File: src/rtl/branch_predictor.sv
// rtl/branch_predictor.sv - direct-mapped BTB branch predictor with 2-bit counters and perf counters
module branch_predictor #(
   parameter int IDX_W = 4,
   parameter int CNT_W = 32
) (
   input  logic             clk,
   input  logic             rst,
   input  logic [31:0]      if_pc,
   output logic             pred_hit,
   output logic             pred_taken,
   output logic [31:0]      pred_npc,
   input  logic             upd_valid,
   input  logic             upd_ifid_wr,
   input  logic [31:0]      upd_pc,
   input  logic [31:0]      upd_pred_npc,
   input  logic [31:0]      upd_actual_npc,
   input  logic [31:0]      upd_target,
   output logic [CNT_W-1:0] stat_branches,
   output logic [CNT_W-1:0] stat_mispred
);

   localparam int DEPTH = 1 << IDX_W;
   localparam int TAG_W = 30 - IDX_W;
   localparam logic [31:0] UNRESOLVED = 32'hFFFF_FFFF;
   localparam logic [CNT_W-1:0] CNT_MAX = {CNT_W{1'b1}};

   // Table storage, one slot per index
   logic             valid_q  [DEPTH];
   logic [TAG_W-1:0] tag_q    [DEPTH];
   logic [31:0]      target_q [DEPTH];
   logic [1:0]       ctr_q    [DEPTH];

   logic [IDX_W-1:0] if_idx;
   logic [TAG_W-1:0] if_tag;
   logic [IDX_W-1:0] upd_idx;
   logic [TAG_W-1:0] upd_tag;
   logic             commit;
   logic             taken_res;
   logic             upd_hit;
   logic             mispred;
   logic [1:0]       ctr_cur;
   logic [1:0]       ctr_inc;
   logic [1:0]       ctr_dec;

   // Fetch-side lookup: purely combinational, sees pre-update table contents
   always_comb begin
      if_idx     = if_pc[IDX_W+1:2];
      if_tag     = if_pc[31:IDX_W+2];
      pred_hit   = valid_q[if_idx] && (tag_q[if_idx] == if_tag);
      pred_taken = pred_hit && ctr_q[if_idx][1];
      pred_npc   = pred_taken ? target_q[if_idx] : (if_pc + 32'd4);
   end

   // Resolution decode: a branch trains only on the cycle it actually leaves ID
   always_comb begin
      upd_idx   = upd_pc[IDX_W+1:2];
      upd_tag   = upd_pc[31:IDX_W+2];
      commit    = upd_valid && upd_ifid_wr && (upd_actual_npc != UNRESOLVED);
      // A target equal to the fall-through address is indistinguishable from not taken
      taken_res = (upd_actual_npc == upd_target) && (upd_actual_npc != (upd_pc + 32'd4));
      upd_hit   = valid_q[upd_idx] && (tag_q[upd_idx] == upd_tag);
      mispred   = (upd_pred_npc != upd_actual_npc);
      ctr_cur   = ctr_q[upd_idx];
      ctr_inc   = (ctr_cur == 2'b11) ? 2'b11 : (ctr_cur + 2'b01);
      ctr_dec   = (ctr_cur == 2'b00) ? 2'b00 : (ctr_cur - 2'b01);
   end

   // Table training: strengthen/weaken on hit, allocate only on a taken miss
   always_ff @(posedge clk or posedge rst) begin
      if (rst) begin
         for (int i = 0; i < DEPTH; i++) begin
            valid_q[i]  <= 1'b0;
            tag_q[i]    <= '0;
            target_q[i] <= '0;
            ctr_q[i]    <= 2'b01;
         end
      end else if (commit) begin
         if (upd_hit) begin
            if (taken_res) begin
               ctr_q[upd_idx]    <= ctr_inc;
               target_q[upd_idx] <= upd_target;
            end else begin
               ctr_q[upd_idx]    <= ctr_dec;
            end
         end else if (taken_res) begin
            valid_q[upd_idx]  <= 1'b1;
            tag_q[upd_idx]    <= upd_tag;
            target_q[upd_idx] <= upd_target;
            ctr_q[upd_idx]    <= 2'b10;
         end
      end
   end

   // Saturating performance counters
   always_ff @(posedge clk or posedge rst) begin
      if (rst) begin
         stat_branches <= '0;
         stat_mispred  <= '0;
      end else if (commit) begin
         if (stat_branches != CNT_MAX) begin
            stat_branches <= stat_branches + 1'b1;
         end
         if (mispred && (stat_mispred != CNT_MAX)) begin
            stat_mispred <= stat_mispred + 1'b1;
         end
      end
   end

endmodule
File: config.mk
export PLATFORM = sky130hd
export DESIGN_NAME = branch_predictor
export DESIGN_NICKNAME = d
export VERILOG_FILES = /design/src/rtl/branch_predictor.sv
export SDC_FILE = /design/constraint.sdc
export NUM_CORES = 2
export LEC_CHECK = 0
export BUFFER_PORTS_ARGS = -buffer_cell sky130_fd_sc_hd__buf_2
export CORE_MARGIN = 4
export CORE_UTILIZATION = 55
export DETAILED_ROUTE_END_ITERATION = 7
export HOLD_SLACK_MARGIN = 0.15
export PLACE_DENSITY = 0.8
export SLEW_MARGIN = 20
export SYNTH_ARGS = -nofsm -noshare
export SYNTH_HDL_FRONTEND = slang
export SYNTH_SLANG_ARGS = --single-unit
File: constraint.sdc
create_clock -name clk -period 39.5 [get_ports clk]
set_input_delay 0 -clock clk [delete_from_list [all_inputs] [get_ports clk]]
set_output_delay 0 -clock clk [all_outputs]
set_load 0.02 [all_outputs]
# == Word level (Yosys, flattened, before mapping) ==
# Cells that the tools add are included.
# totals
elab_cells,145
out_inout_bits,98
register_bits,1040
inputBits,164
# op_classes
order_cmp,3
add_sub_neg,6
n_bitwise,7
n_reduce_logical,15
n_mux,39
n_eq_ne,9
# ops
cell,count
bitwise mux 512 bit,1
bitwise mux 416 bit,1
2-to-1 mux 32 bit,7
binary-select mux 26 bit (select 4 bit),2
2-to-1 mux 26 bit,5
binary-select mux 32 bit (select 4 bit),1
demux 32 bit (select 4 bit),1
demux 26 bit (select 4 bit),1
"!= test 32 bit, second input constant",3
"adder 32 x 1 -> 32 bit, second input constant",2
"adder 32 x 3 -> 32 bit, second input constant",2
bitwise mux 32 bit,2
!= test 32 bit,2
== test 26 bit,2
== test 32 bit,1
bitwise OR 16 bit,2
AND 16 bit,1
binary-select mux 2 bit (select 4 bit),2
NOT 16 bit,1
2-to-1 mux 2 bit,7
"greater-or-equal comparator 5 bit, second input constant",2
NOT 4 -> 5 bit,2
binary-select mux 1 bit (select 4 bit),2
demux 2 bit (select 4 bit),1
12 further kinds,26

# == Depth between registers and ports, before layout ==
# logic_depth
ltp_word,9
mapped_depth,18
ltp_nobuf,11

# == Worst setup path after synthesis ==
# No wires, ideal clock.
# synth_path
path_type,input port to output port
start,input port if_pc[2]
end,output port pred_npc[25]
stages,14
path_slack_ns,35.726
t_arrival_ns,3.774
required_ns,39.500
path_cell_list,buf_4 -> buf_2 -> buf_2 -> buf_2 -> mux4_2 -> a211oi_1 -> a21oi_1 -> xnor2_1 -> nand4_1 -> nor4_2 -> and2_1 -> buf_2 -> buf_4 -> mux2_2
# synth_between
elab_chain_cells,8
elab_cells_between_ends,18
classes_between,add/sub (1); eq/ne (1); mux (13); bitwise (1); reduce/logical (2)
# synth_lines
element,line,rtl
start: declaration,8,"input logic [31:0] if_pc,"
NOT 4 -> 5 bit (implied by the code) (*),49,pred_hit = valid_q[if_idx] && (tag_q[if_idx] == if_tag);
binary-select mux 26 bit (select 4 bit),49,
2-to-1 mux 26 bit (implied by the code) (2 in series),49,
== test 26 bit,49,
logical AND 1 bit (*),49,
via pred_hit,9,"output logic pred_hit,"
logical AND 1 bit (*),50,pred_taken = pred_hit && ctr_q[if_idx][1];
via pred_taken,10,"output logic pred_taken,"
2-to-1 mux 32 bit (*),51,pred_npc = pred_taken ? target_q[if_idx] : (if_pc + 32'd4);
end: declaration,11,"output logic [31:0] pred_npc,"
# The timed path passes the listed nets; every way through them passes the cells marked *. The select of a mux whose other input is x is not followed.

# == Worst setup path after layout ==
# layout_path
start,input port if_pc[2]
end,output port pred_npc[30]
# layout_between
elab_chain_cells,8
elab_cells_between_ends,18
classes_between,add/sub (1); eq/ne (1); mux (13); bitwise (1); reduce/logical (2)
# layout_lines
element,line
NOT 4 -> 5 bit (implied by the code),"49, 50, 51"
binary-select mux 26 bit (select 4 bit),49
2-to-1 mux 26 bit (implied by the code) (2 in series),49
== test 26 bit,49
logical AND 1 bit,49
logical AND 1 bit,50
2-to-1 mux 32 bit (*),51
# Mark *: on every way between the ends. The rest lies on a longest branch, timed or not. The select of a mux whose other input is x is not followed.

==> impl_metrics.env <==
export IMPL_worst_setup_path_start_kind="input port"
export IMPL_tightest_slew_ns=1.07
export IMPL_clock_skew_ns=0.0478
export IMPL_finalWorstSetupSlack_ns=33.38
export IMPL_critical_path_buf_inv_count=4
export IMPL_synth_main_ff_cell="dfrtp_1"
export IMPL_final_area_mm2=0.0613
export IMPL_cts_tree="yes"
export IMPL_cp_required_ns=39.50
export IMPL_maxCapViolations=0
export IMPL_dr_pass1_iters=7
export IMPL_finalNetCount=4199
export IMPL_period_needed_ns=6.12
export IMPL_vdd_drop_max_mv=0.0351
export IMPL_numCtsBuffers=107
export IMPL_hp_start="upd_valid"
export IMPL_synth_edf_count=0
export IMPL_cts_buffer_depth=3
export IMPL_ys_types=85
export IMPL_critPathMaxStageDelay_ns=0.78
export IMPL_async_reset_ff_share_pct=100
export IMPL_grt_max_degree=133
export IMPL_post_place_ws_ns=33.16
export IMPL_ant_nets=0
export IMPL_cp_slowest_cell="and2_4"
export IMPL_vias=37307
export IMPL_path_cells="buf_8, buf_4, buf_4, mux4_2, mux2i_1, mux2i_1, xnor2_1, nand4_1, or4_1, nor4_2, and2_4, mux2_2, buf_2"
export IMPL_die_w_um=324
export IMPL_gp_congestion=0.963
export IMPL_drc=0
export IMPL_critical_path_peak_fanout=56
export IMPL_antenna_found_initial=26
export IMPL_clock_fmax_ghz=0.163
export IMPL_synth_seq_cells=1040
export IMPL_r2r_start="tag_q[309]$_DFFE_PP0P_"
export IMPL_h_tree_depth=3
export IMPL_crit_type="input port to output pin"
export IMPL_crit_family="simple AND/OR/NAND/NOR gates"
export IMPL_synth_nets=4014
export IMPL_drt_iter0_markers=4265
export IMPL_cts_resized=0
export IMPL_gr_total_overflow=0
export IMPL_io_buffers=261
export IMPL_reg2reg_depth=11
export IMPL_period_share_pct=15.5
export IMPL_die_area_mm2=0.105
export IMPL_initial_core_util_pct=55.6
export IMPL_yosysWarnings=0
export IMPL_n_fill_cell=7182
export IMPL_finalMaxSlewViolations=0
export IMPL_syn_to_final_growth_pct=11.7
export IMPL_clock_latency_ns=0.72
export IMPL_avgRoutedWirePerCell_um=31.7
export IMPL_yosysSeqAreaShare_pct=47.5
export IMPL_rows=115
export IMPL_multi_input_area_mm2=0.0273
export IMPL_hpwl_um=106000
export IMPL_grt_pass1_vias=38070
export IMPL_grt_pass1_wl_um=255000
export IMPL_r2r_end="tag_q[163]$_DFFE_PP0P_"
export IMPL_arrival_ns=6.12
export IMPL_io_pins=262
export IMPL_critPathCaptureType="output pin"
export IMPL_syn_area_mm2=0.0549
export IMPL_wl_um=172000
export IMPL_cts_sinks=1040
export IMPL_track_usage_pct=33.0
export IMPL_seqCellArea_mm2=0.0260
export IMPL_die_h_um=324
export IMPL_outcome="complete, no violations"
export IMPL_hold_end="stat_branches[0]$_DFFE_PP0P_"
export IMPL_hold_violations=0
export IMPL_synth_area_per_cell_um2=14.3
export IMPL_synthCells=3843
export IMPL_holdPathStages=6
export IMPL_setup_viol=0
export IMPL_via_per_inst=6.89
export IMPL_powerDensity_mw_per_mm2=37.8
export IMPL_place_inst=5144
export IMPL_path_clk_slew_ns=0.06
export IMPL_place_area_mm2=0.0570
export IMPL_rsz0062_at_grt="false"
export IMPL_reg2reg_slack_ns=35.23
export IMPL_p_leak_nw=29.5
export IMPL_setup_tns_ns=0
export IMPL_layoutNonFillerInstCount=5416
export IMPL_cts_root_buf="clkbuf_16"
export IMPL_drive_gt1_share_pct=31.1
export IMPL_slew_headroom_pct=28.1
export IMPL_hp_class="input port to register"
export IMPL_core_area_mm2=0.0987
==> synth_stat cells, types with 4 or more instances <==
cell       instances  share of area, %
dfrtp_1         1024                47
mux2_1           635                13
mux4_2           361                15
mux2_2           341               7.0
mux2i_1          145               2.6
clkbuf_1         143              0.98
xor2_1           115               1.8
xnor2_1          114               1.8
buf_2            109              0.99
nand2_1           89              0.61
nor2_1            84              0.57
nand3_1           57              0.52
buf_4             45              0.62
nand4_1           40              0.46
nor4_1            35              0.40
o21ai_0           33              0.30
nand2b_1          30              0.34
a21oi_1           29              0.26
inv_1             29              0.20
and3_1            26              0.30
a31oi_1           25              0.28
nor3_1            23              0.21
a22oi_1           22              0.30
nor2b_1           22              0.25
a211oi_1          19              0.26
o31ai_1           19              0.26
buf_1             17              0.12
or2_2             17              0.19
dfstp_2           16              0.77
o2bb2ai_1         16              0.26
and2_1            15              0.17
and4_1            12              0.19
nor3_4            12              0.36
o22ai_1           11              0.13
a22o_1            10              0.16
or3_1              8             0.091
ha_1               7              0.16
buf_6              6              0.12
or4_1              5             0.068
a221oi_1           4             0.064
a41oi_1            4             0.064
o211ai_1           4             0.055
o32ai_1            4             0.064
==> layout by cell type (no fill, tap or decap), types with 19 or more instances in the layout <==
master / netlist / routed
nor4_1: 35 / 35
mux2i_1: 145 / 145
nor2b_1: 22 / 22
nor2_1: 84 / 69
a31oi_1: 25 / 25
nand3_1: 57 / 57
o21ai_0: 33 / 33
clkbuf_1: 143 / 33
inv_1: 29 / 28
o31ai_1: 19 / 19
mux2_1: 635 / 635
a22oi_1: 22 / 22
mux4_2: 361 / 361
dfrtp_1: 1024 / 1024
clkbuf_16: 0 / 109
nor3_1: 23 / 22
nand2b_1: 30 / 30
and3_1: 26 / 26
nand2_1: 89 / 89
buf_4: 45 / 72
clkbuf_8: 0 / 20
xnor2_1: 114 / 114
nand4_1: 40 / 40
a21oi_1: 29 / 28
dlygate4sd3_1: 0 / 62
xor2_1: 115 / 115
buf_2: 109 / 254
mux2_2: 341 / 341
a211oi_1: 19 / 19
==> per-stage QoR <==
step | power (mW) | hold slack (ns) | util (%)
6_report | 2.32 | 0.174 | 62.1
5_1_grt | 2.38 | 0.208 | 62.1
4_1_cts | 2.32 | 0.151 | 62.1
3_5_place_dp | 1.28 | 0.259 | 57.8
3_3_place_gp | 1.28 | 0.257 | 57.8
2_1_floorplan | 1.21 | 0.135 | -
==> worst max path at each step <==
stage,from,endpoint,slack (ns),cells past startpoint
final,if_pc[2],pred_npc[30],33.38,13
after global routing,if_pc[2],pred_npc[30],33.17,13
after CTS,if_pc[2],pred_npc[15],33.15,13
after detailed placement,if_pc[2],pred_npc[30],33.16,13
after global placement,if_pc[2],pred_npc[9],33.42,13
after floorplan,rst,ctr_q[11]$_DFFE_PP0P_,10.26,1
==> where the power goes <==
part | switching, mW | total, mW | internal [mW]
logic | 0.137 | 0.195 | 0.0580
clock network | 0.445 | 1.05 | 0.601
registers | 0.00779 | 1.08 | 1.07
total | 0.590 | 2.32 | 1.73
==> final cells by class <==
type,count,share of cell area [%]
diodes,14,0.0571
clock buffers,162,5.10
clock inverters,34,0.824
inverters,31,0.202
multi-input cells,2451,44.5
flip-flops and latches,1040,42.5
well taps,1287,2.63
repair buffers,397,4.19
==> tightest hold or removal path: stages <==
cell and delay, ns:
buf_2 0.10, nand2_1 0.12, a21oi_2 0.04, buf_4 0.21, o41a_1 0.21, xor2_1 0.15
==> kinds of logic (layout without fill, tap and decap cells) <==
logic type                 after synthesis  after routing  synth area share (%)
other                                    0             14                     0
AOI/OAI and AO/OA                      235            235                  3.03
xor gates and xnor gates               229            229                  3.65
and+or+nand+nor                        498            498                  5.15
buffers and inverters                  352            624                  3.07
adders and majority gates                7              7                 0.160
DFF                                   1040           1040                  47.5
muxes                                 1482           1482                  37.5
==> what timing repair did <==
| item | in CTS | in global routing |
|---|---|---|
| hold buffers | 62 | 0 |
| hold endpoints to repair | 1063 | 0 |
| setup buffers | 0 | 0 |
==> registers in the layout (all words and copies together), names as in the netlist <==
signal,flops
ctr_q,32
stat_branches,32
stat_mispred,32
valid_q,16
tag_q,416
target_q,512
==> routing by layer <==
layer	up-vias	track usage, %	wire length, um
met1	19399	43.9	64000
met2	2401	47.5	74000
met5	-	0	110
li1	14856	-	-
met3	635	11.6	22400
met4	16	18.9	11500
(Power assumes the default switching activity.)
